`src/rtl/bru_ras.sv`:
```
`default_nettype none
// ============================================================================
// Module   : bru_ras
// Purpose  : Next-PC unit with WBU-committed npc register and a circular
//            return-address stack (RAS) for IFU return prediction.
//            Optional macro BRU_RAS_STAT_EN adds return/miss counters.
// Revision : 1.0  initial release
// ============================================================================
module bru_ras #(
  parameter int          XLEN         = 32,
  parameter int          RAS_DEPTH    = 4,
  parameter logic [31:0] RESET_VECTOR = 32'h8000_0000
) (
  input  logic            clk,
  input  logic            rst,
  input  logic [XLEN-1:0] i_bru_pc,
  input  logic [XLEN-1:0] i_bru_imm,
  input  logic [XLEN-1:0] i_bru_rs1,
  input  logic            i_bru_is_jal,
  input  logic            i_bru_is_jalr,
  input  logic            i_bru_brch,
  input  logic            i_bru_ejump,
  input  logic [XLEN-1:0] i_bru_csr_npc,
  input  logic            i_bru_rd_link,
  input  logic            i_bru_rs1_link,
  input  logic            i_bru_rs1_eq_rd,
  input  logic            i_bru_npc_wen,
  output logic [XLEN-1:0] o_bru_npc,
  output logic            o_bru_ras_valid,
  output logic [XLEN-1:0] o_bru_ras_top
`ifdef BRU_RAS_STAT_EN
  ,
  output logic [31:0]     o_bru_ret_cnt,
  output logic [31:0]     o_bru_ret_miss
`endif
);

  localparam int                 c_PTR_W   = (RAS_DEPTH > 1) ? $clog2(RAS_DEPTH) : 1;
  localparam int                 c_CNT_W   = $clog2(RAS_DEPTH + 1);
  localparam logic [c_CNT_W-1:0] c_FULL    = c_CNT_W'(RAS_DEPTH);
  localparam logic [XLEN-1:0]    c_RST_NPC = XLEN'(RESET_VECTOR);

  logic [XLEN-1:0]    r_npc;
  logic [XLEN-1:0]    r_ras [RAS_DEPTH];
  logic [c_PTR_W-1:0] r_tos;
  logic [c_CNT_W-1:0] r_cnt;

  logic [XLEN-1:0]    w_link_addr;
  logic [XLEN-1:0]    w_jalr_sum;
  logic [XLEN-1:0]    w_jalr_tgt;
  logic [XLEN-1:0]    w_br_tgt;
  logic [XLEN-1:0]    w_target;
  logic [c_PTR_W-1:0] w_top_idx;
  logic               w_empty;
  logic               w_ras_upd;
  logic               w_rs1_link;
  logic               w_push;
  logic               w_swap;
  logic               w_pop;

  assign w_link_addr = i_bru_pc + XLEN'(4);
  assign w_jalr_sum  = i_bru_rs1 + i_bru_imm;
  assign w_jalr_tgt  = {w_jalr_sum[XLEN-1:1], 1'b0};
  assign w_br_tgt    = i_bru_pc + i_bru_imm;

  always_comb begin
    w_target = w_link_addr;
    if (i_bru_ejump) begin
      w_target = i_bru_csr_npc;
    end else if (i_bru_is_jalr) begin
      w_target = w_jalr_tgt;
    end else if (i_bru_is_jal || i_bru_brch) begin
      w_target = w_br_tgt;
    end
  end

  always_ff @(posedge clk or negedge rst) begin
    if (!rst) begin
      r_npc <= c_RST_NPC;
    end else if (i_bru_npc_wen) begin
      r_npc <= w_target;
    end
  end

  assign o_bru_npc = r_npc;

  // jal never carries an rs1 link; only jalr may pop.
  assign w_rs1_link = i_bru_is_jalr & i_bru_rs1_link;
  assign w_ras_upd  = i_bru_npc_wen & ~i_bru_ejump & (i_bru_is_jal | i_bru_is_jalr);
  assign w_empty    = (r_cnt == '0);
  assign w_top_idx  = r_tos - c_PTR_W'(1);

  // A pop+push on an empty stack degenerates to a plain push.
  assign w_push = w_ras_upd & i_bru_rd_link &
                  (~w_rs1_link | i_bru_rs1_eq_rd | w_empty);
  assign w_swap = w_ras_upd & i_bru_rd_link & w_rs1_link &
                  ~i_bru_rs1_eq_rd & ~w_empty;
  assign w_pop  = w_ras_upd & ~i_bru_rd_link & w_rs1_link & ~w_empty;

  always_ff @(posedge clk or negedge rst) begin
    if (!rst) begin
      r_tos <= '0;
      r_cnt <= '0;
      for (int i = 0; i < RAS_DEPTH; i++) begin
        r_ras[i] <= '0;
      end
    end else if (w_push) begin
      r_ras[r_tos] <= w_link_addr;
      r_tos        <= r_tos + c_PTR_W'(1);
      if (r_cnt != c_FULL) begin
        r_cnt <= r_cnt + c_CNT_W'(1);
      end
    end else if (w_swap) begin
      r_ras[w_top_idx] <= w_link_addr;
    end else if (w_pop) begin
      r_tos <= w_top_idx;
      r_cnt <= r_cnt - c_CNT_W'(1);
    end
  end

  assign o_bru_ras_valid = ~w_empty;
  assign o_bru_ras_top   = w_empty ? '0 : r_ras[w_top_idx];

`ifdef BRU_RAS_STAT_EN
  logic        w_ret_req;
  logic        w_ret_miss;
  logic [31:0] r_ret_cnt;
  logic [31:0] r_ret_miss;

  // Any committed return attempt counts, including those against an empty stack.
  assign w_ret_req  = w_ras_upd & w_rs1_link & (~i_bru_rd_link | ~i_bru_rs1_eq_rd);
  assign w_ret_miss = w_empty | (o_bru_ras_top != w_jalr_tgt);

  always_ff @(posedge clk or negedge rst) begin
    if (!rst) begin
      r_ret_cnt  <= '0;
      r_ret_miss <= '0;
    end else if (w_ret_req) begin
      if (r_ret_cnt != 32'hFFFF_FFFF) begin
        r_ret_cnt <= r_ret_cnt + 32'd1;
      end
      if (w_ret_miss && (r_ret_miss != 32'hFFFF_FFFF)) begin
        r_ret_miss <= r_ret_miss + 32'd1;
      end
    end
  end

  assign o_bru_ret_cnt  = r_ret_cnt;
  assign o_bru_ret_miss = r_ret_miss;
`endif

endmodule
`default_nettype wire

```
`config.mk`:
```
export PLATFORM = sky130hd
export DESIGN_NAME = bru_ras
export DESIGN_NICKNAME = d
export VERILOG_FILES = /design/src/rtl/bru_ras.sv
export SDC_FILE = /design/constraint.sdc
export NUM_CORES = 1
export LEC_CHECK = 0
export ABC_AREA = 0
export CAP_MARGIN = 20
export CORE_ASPECT_RATIO = 0.7
export CORE_MARGIN = 2
export CORE_UTILIZATION = 47
export DETAILED_ROUTE_END_ITERATION = 8
export GPL_TIMING_DRIVEN = 0
export PLACE_DENSITY = 0.72
export SLEW_MARGIN = 0
export SYNTH_ARGS = -nofsm -noshare
export SYNTH_HDL_FRONTEND = slang
export SYNTH_SLANG_ARGS = --single-unit
```
`constraint.sdc`:
```
create_clock -name clk -period 4.9 [get_ports clk]
set_input_delay 1.225 -clock clk [delete_from_list [all_inputs] [get_ports clk]]
set_output_delay 1.225 -clock clk [all_outputs]
set_load 0.02 [all_outputs]
```
== Word level (Yosys, flattened, before mapping) ==
Index checks and enable logic that the tools add are counted.
Storage, ports and cells
  flip-flop bits (word level): 165
  bits of input ports: 138
  output and inout bits: 65
  word-level logic and storage cells: 72
Cells by class
  add/subtract/negate cells: 7
  order comparisons: 4
  eq/ne operators: 3
  muxes and demuxes: 22
  bitwise logic cells: 21
  reductions and logical operators: 8
Operators with widths (count)
  $bwmux 128: 2
  $mux 128: 2
  $mux 32: 8
  $demux 32 s2: 2
  $add 32x32->32: 2
  $bmux 32 s2: 1
  $add 32x3->32 const B: 1
  $mux 3: 4
  $and 1x1->1: 11
  $ge 3x3->1 const B: 2
  $lt 3x1->1 const B: 2
  $mux 2: 3
  $not 2->3: 2
  $not 1->1: 5
  $reduce_bool 2->1: 2
  $add 3x1->3 const B: 1
  $logic_not 3->1: 1
  $ne 3x3->1 const B: 1
  $or 1x1->1: 3
  $reduce_and 3->1: 1
  $sub 3x1->3 const B: 1
  $add 2x1->2 const B: 1
  $logic_and 1x1->1: 2
  $ne 2x1->1 const B: 1
  other kinds (4): 4

== Logic depth before layout (Yosys ltp) ==
  depth in word-level cells: 9
  mapped depth: 11
  mapped depth without buffers: 11

== Least setup slack after synthesis ==
Ideal clock, no wire load.
  path kind: register to output
  start point: register r_tos[0]
  end point: output port o_bru_ras_top[10]
  data arrival time: 2.803 ns
  required time: 3.675 ns
  slack: 0.872 ns
  stages on the path, launching flop included: 9
  path buffers: 4
  path through: dfrtp_1 -> clkbuf_1 -> buf_1 -> inv_1 -> ha_1 -> clkbuf_1 -> buf_1 -> mux4_2 -> and2_1
On the way
  cells in the longest elaborated chain, start to end: 6
RTL lines
  start, declared: RTL line 45  | logic [c_PTR_W-1:0] r_tos;
  start signal, assigned: RTL line 109  | r_tos <= r_tos + c_PTR_W'(1);
  start signal, assigned: RTL line 116  | r_tos <= w_top_idx;
  $sub 2x1->2: RTL line 91  | assign w_top_idx = r_tos - c_PTR_W'(1);
  named net w_top_idx[0]: RTL line 53  | logic [c_PTR_W-1:0] w_top_idx;
  $not 2->3 (implied by the code): RTL line 122  | assign o_bru_ras_top = w_empty ? '0 : r_ras[w_top_idx];
  $bmux 32 s2: RTL line 122
  $mux 32 (implied by the code) (2 in series): RTL line 122
  $mux 32: RTL line 122
  end, declared: RTL line 30  | output logic [XLEN-1:0] o_bru_ras_top
The timed path passes the listed nets, and every way through them passes these cells. The select of a mux whose other input is x is not followed.

== Worst setup path in the final report ==
  start point: register r_tos[0]
  end point: output port o_bru_ras_top[20]
Same word-level chain as after synthesis.

==> impl_metrics.sql <==
INSERT INTO impl_metrics (metric_group, metric, value, unit) VALUES
('run_status', 'outcome', 'finished, final reports clean', ''),
('floorplan', 'design.core.area', '24500', 'um2'),
('timing', 'period_minus_slack', '4.65', 'ns'),
('routing', 'initialDrtViolationCount', '1080', ''),
('hold_path', 'hold_start', 'r_cnt[2]', ''),
('final_layout', 'areaGrowthSynthToFinish', '26.0', '%'),
('synthesis', 'post_synth.cell_area_avg', '9.26', 'um2'),
('global_routing', 'groute.usage.overall', '31.5', '%'),
('timing', 'period_share', '95.0', '%'),
('synthesis', 'synth_sequential_area_ratio', '35.5', '%'),
('floorplan', 'design.die.area', '26100', 'um2'),
('final_layout', 'finalNonFillerCells', '1815', ''),
('floorplan', 'top_ports', '203', ''),
('setup_path', 'cp-start-kind', 'flop', ''),
('synthesis', 'synth.yosys.warnings', '0', ''),
('timing', 'setup_viol', '0', ''),
('final_layout', 'post-route-util', '59.9', '%'),
('synthesis', 'synthesis.instances', '1258', ''),
('setup_path', 'worstPathBufferInverterCount', '4', ''),
('clock_network', 'cts_tree', 'yes', ''),
('timing', 'rsz0062_at_grt', 'false', ''),
('timing', 'finalMaxSlewViolations', '0', ''),
('global_routing', 'grt_antenna_before_repair', '2', ''),
('routing', 'drt.antenna.violating_nets', '0', ''),
('placed_design', 'place_congestion', '0.954', ''),
('floorplan', 'floorplan.initialDensity', '47.5', '%'),
('timing', 'whs', '0.491', 'ns'),
('synthesis', 'count_of_flip_flops_with_a_built_in_enable_after_synthesis', '0', ''),
('placed_design', 'hpwl_dp', '31100', 'um'),
('synthesis', 'ffs_latches_synth', '165', ''),
('clock_network', 'post_cts_resized', '8', ''),
('routing', 'drt-pass1-iter-count', '5', ''),
('setup_path', 'dominant_delay_contributor_by_cell_family_on_the_critical_path', 'buffers and inverters', ''),
('clock_network', 'clock_latency_late_sink', '0.45', 'ns'),
('clock_network', 'tritoncts_num_sinks', '165', ''),
('timing', 'hold_viol', '0', ''),
('timing', 'timing.fmax', '0.215', 'GHz'),
('synthesis', 'yosysUniqueCellTypes', '84', ''),
('clock_network', 'post_cts_hold_buffer_count', '0', ''),
('final_layout', 'design.final.nets', '1683', ''),
('global_routing', 'grt_max_degree', '90', ''),
('setup_path', 'cp_data_required_time', '3.67', 'ns'),
('placed_design', 'portBuffers', '200', ''),
('setup_path', 'cp_max_fo', '10', ''),
('hold_path', 'hold_path_class', 'flop to flop', ''),
('floorplan', 'die_h', '136', 'um'),
('placed_design', 'dp.cells', '1784', ''),
('routing', 'drcViolationCount', '0', ''),
('routing', 'total_via_count_after_detailed_routing', '11200', ''),
('setup_path', 'worstReg2RegStart', 'r_cnt[0]', ''),
('clock_network', 'clock_tree.root_cell', 'sky130_fd_sc_hd__clkbuf_16', ''),
('synthesis', 'syn-cell-area', '11600', 'um2'),
('routing', 'routed_wirelength', '40600', 'um'),
('floorplan', 'floorplan.die.width', '192', 'um'),
('synthesis', 'asyncSetResetFlopFracSynth', '100', '%'),
('timing', 'slew-limit-headroom', '38.8', '%'),
('synthesis', 'synth_fp_nets', '1465', ''),
('timing', 'skew', '0.0140', 'ns'),
('power_and_ir_drop', 'leakagePower', '6.08', 'nW'),
('floorplan', 'core.rowCount', '48', ''),
('power_and_ir_drop', 'ir_worst_vdd', '0.539', 'mV'),
('global_routing', 'grt_overflow', '0', ''),
('timing', 'max_slew.worst_pin.slew', '0.917', 'ns'),
('setup_path', 'endpoint_kind', 'output port', ''),
('setup_path', 'criticalPathCategory', 'flop to output port', ''),
('power_and_ir_drop', 'power_density', '518', 'nW/um2'),
('setup_path', 'crit_slowest_cell', 'sky130_fd_sc_hd__clkdlybuf4s50_1', ''),
('clock_network', 'cts_max_level', '4', ''),
('global_routing', 'number_of_global_route_vias_before_repair', '10600', ''),
('setup_path', 'timing.critical_path.from', 'r_tos[0]', ''),
('clock_network', 'cts.reportedPaths.clkPinSlew', '0.07', 'ns'),
('setup_path', 'slowest_delay', '0.55', 'ns'),
('setup_path', 'worst_ep_arrival_time', '3.43', 'ns'),
('clock_network', 'cts_buffer_depth', '2', ''),
('global_routing', 'grt_pass1_wl', '61700', 'um'),
('synthesis', 'synth_top_flop_cell', 'sky130_fd_sc_hd__dfrtp_1', ''),
('routing', 'routed_vias_inst', '6.18', ''),
('clock_network', 'post_cts.repair.setup_buffers', '0', ''),
('job', 'maxCapViolCount', '0', ''),
('clock_network', 'cts_buffers', '17', ''),
('timing', 'timing.setup.tns', '0', 'ns'),
('final_layout', 'post_route_cells_drive_above_1_share', '10.8', '%'),
('routing', 'avgRoutedWirePerCell', '22.4', 'um'),
('setup_path', 'crit_chain', 'buf_4 > inv_1 > ha_1 > buf_2 > mux4_2 > and2_1 > clkdlybuf4s50_1', '');
## final timing paths
check | endpoint | slack (ns) | cells past startpoint
max | o_bru_ras_top[20] | 0.25 | 7
min reg2reg | r_cnt[2] | 0.49 | 1
min in group asynchronous | r_ras[27] | 0.75 | 1
max reg2reg | r_ras[60] | 1.92 | 9
min | r_cnt[2] | 0.49 | 1
max in group asynchronous | r_tos[0] | 3.29 | 2
## per-stage QoR
step / setup WS, ns / power, W / cell area (um2)
finish: 0.247 / 0.00760 / 14700
global route: 0.116 / 0.00805 / 14700
CTS: 0.158 / 0.00760 / 14700
detailed placement: -0.532 / 0.00623 / 14100
global placement: -4.29 / 0.00613 / 14100
floorplan: 0.872 / 0.00470 / 11600
## placed cells by master, fill, tap and decap left out, types with 35 or more instances in the layout
cell type	count
sky130_fd_sc_hd__xnor2_1	47
sky130_fd_sc_hd__and2_1	36
sky130_fd_sc_hd__ha_1	66
sky130_fd_sc_hd__nand2_1	67
sky130_fd_sc_hd__nor2_1	181
sky130_fd_sc_hd__clkdlybuf4s50_1	199
sky130_fd_sc_hd__xor2_1	35
sky130_fd_sc_hd__dfrtp_1	163
sky130_fd_sc_hd__a21o_1	35
sky130_fd_sc_hd__a21oi_1	186
## synthesized netlist by cell type, drive strengths merged (11+ instances only)
cell	number	area share [%]
and2	36	1.9
mux2	26	2.5
a211oi	28	2.1
o21ai	39	1.7
dfrtp	164	35
a21o	35	2.3
ha	66	7.1
nand3	28	1.2
xnor2	47	3.5
and3	19	1.1
nand4	17	0.97
clkbuf	27	0.87
a21oi	188	8.1
xor2	35	2.6
nand2	67	2.2
o21bai	11	0.71
buf	35	1.5
nor3	16	0.87
mux4	32	6.2
inv	20	0.64
nor2	181	5.8
## logic make-up (layout without fill, tap and decap cells)
family          after synthesis  in the layout  share of synthesized area, %
buf+inv                      82            313                          2.97
other cells                   0              1                             0
xor+xnor                     82             82                          6.17
fa+ha+maj                    69             69                          7.61
compound gates              398            398                          22.4
simple gates                399            399                          16.3
flops                       165            165                          35.5
mux                          63             63                          9.13
## layer usage
layer / track usage [%] / wire length (um)
met1: 48.5 / 18700
met2: 43.5 / 16800
met3: 9.22 / 4590
met4: 6.11 / 567
met5: 0 / 11
## registers in the layout, summed over array words and instances, names as in the netlist
name / cells
r_ras: 128
o_bru_npc: 32
r_tos: 2
r_cnt: 3
## cell type report
class | count | area [um2]
repair buffers | 201 | 2030
clock inverters | 14 | 139
fillers | 2137 | 9830
inverters | 20 | 75.1
diodes | 1 | 2.50
clock buffers | 18 | 439
plain buffers | 60 | 270
multi-input cells | 1011 | 7170
flip-flops and latches | 165 | 4130
well taps | 325 | 407
## report_power, final
part	internal, W	switching (W)	leakage (nW)	total [W]
logic	0.00199	0.00195	3.86	0.00394
clock network	0.000728	0.000630	0.287	0.00136
registers	0.00196	0.000343	1.93	0.00230
## worst reg2reg max path, cell delays in order (launching register included)
cell and delay [ns]:
sky130_fd_sc_hd__dfrtp_1 0.43, sky130_fd_sc_hd__or3_1 0.38, sky130_fd_sc_hd__clkbuf_1 0.28, sky130_fd_sc_hd__nand3_1 0.21, sky130_fd_sc_hd__nor2_1 0.05, sky130_fd_sc_hd__nor2_1 0.44
sky130_fd_sc_hd__a22o_1 0.31, sky130_fd_sc_hd__buf_2 0.30, sky130_fd_sc_hd__buf_2 0.32, sky130_fd_sc_hd__a21oi_1 0.11
No activity file was read; power rests on OpenSTA's default activity.
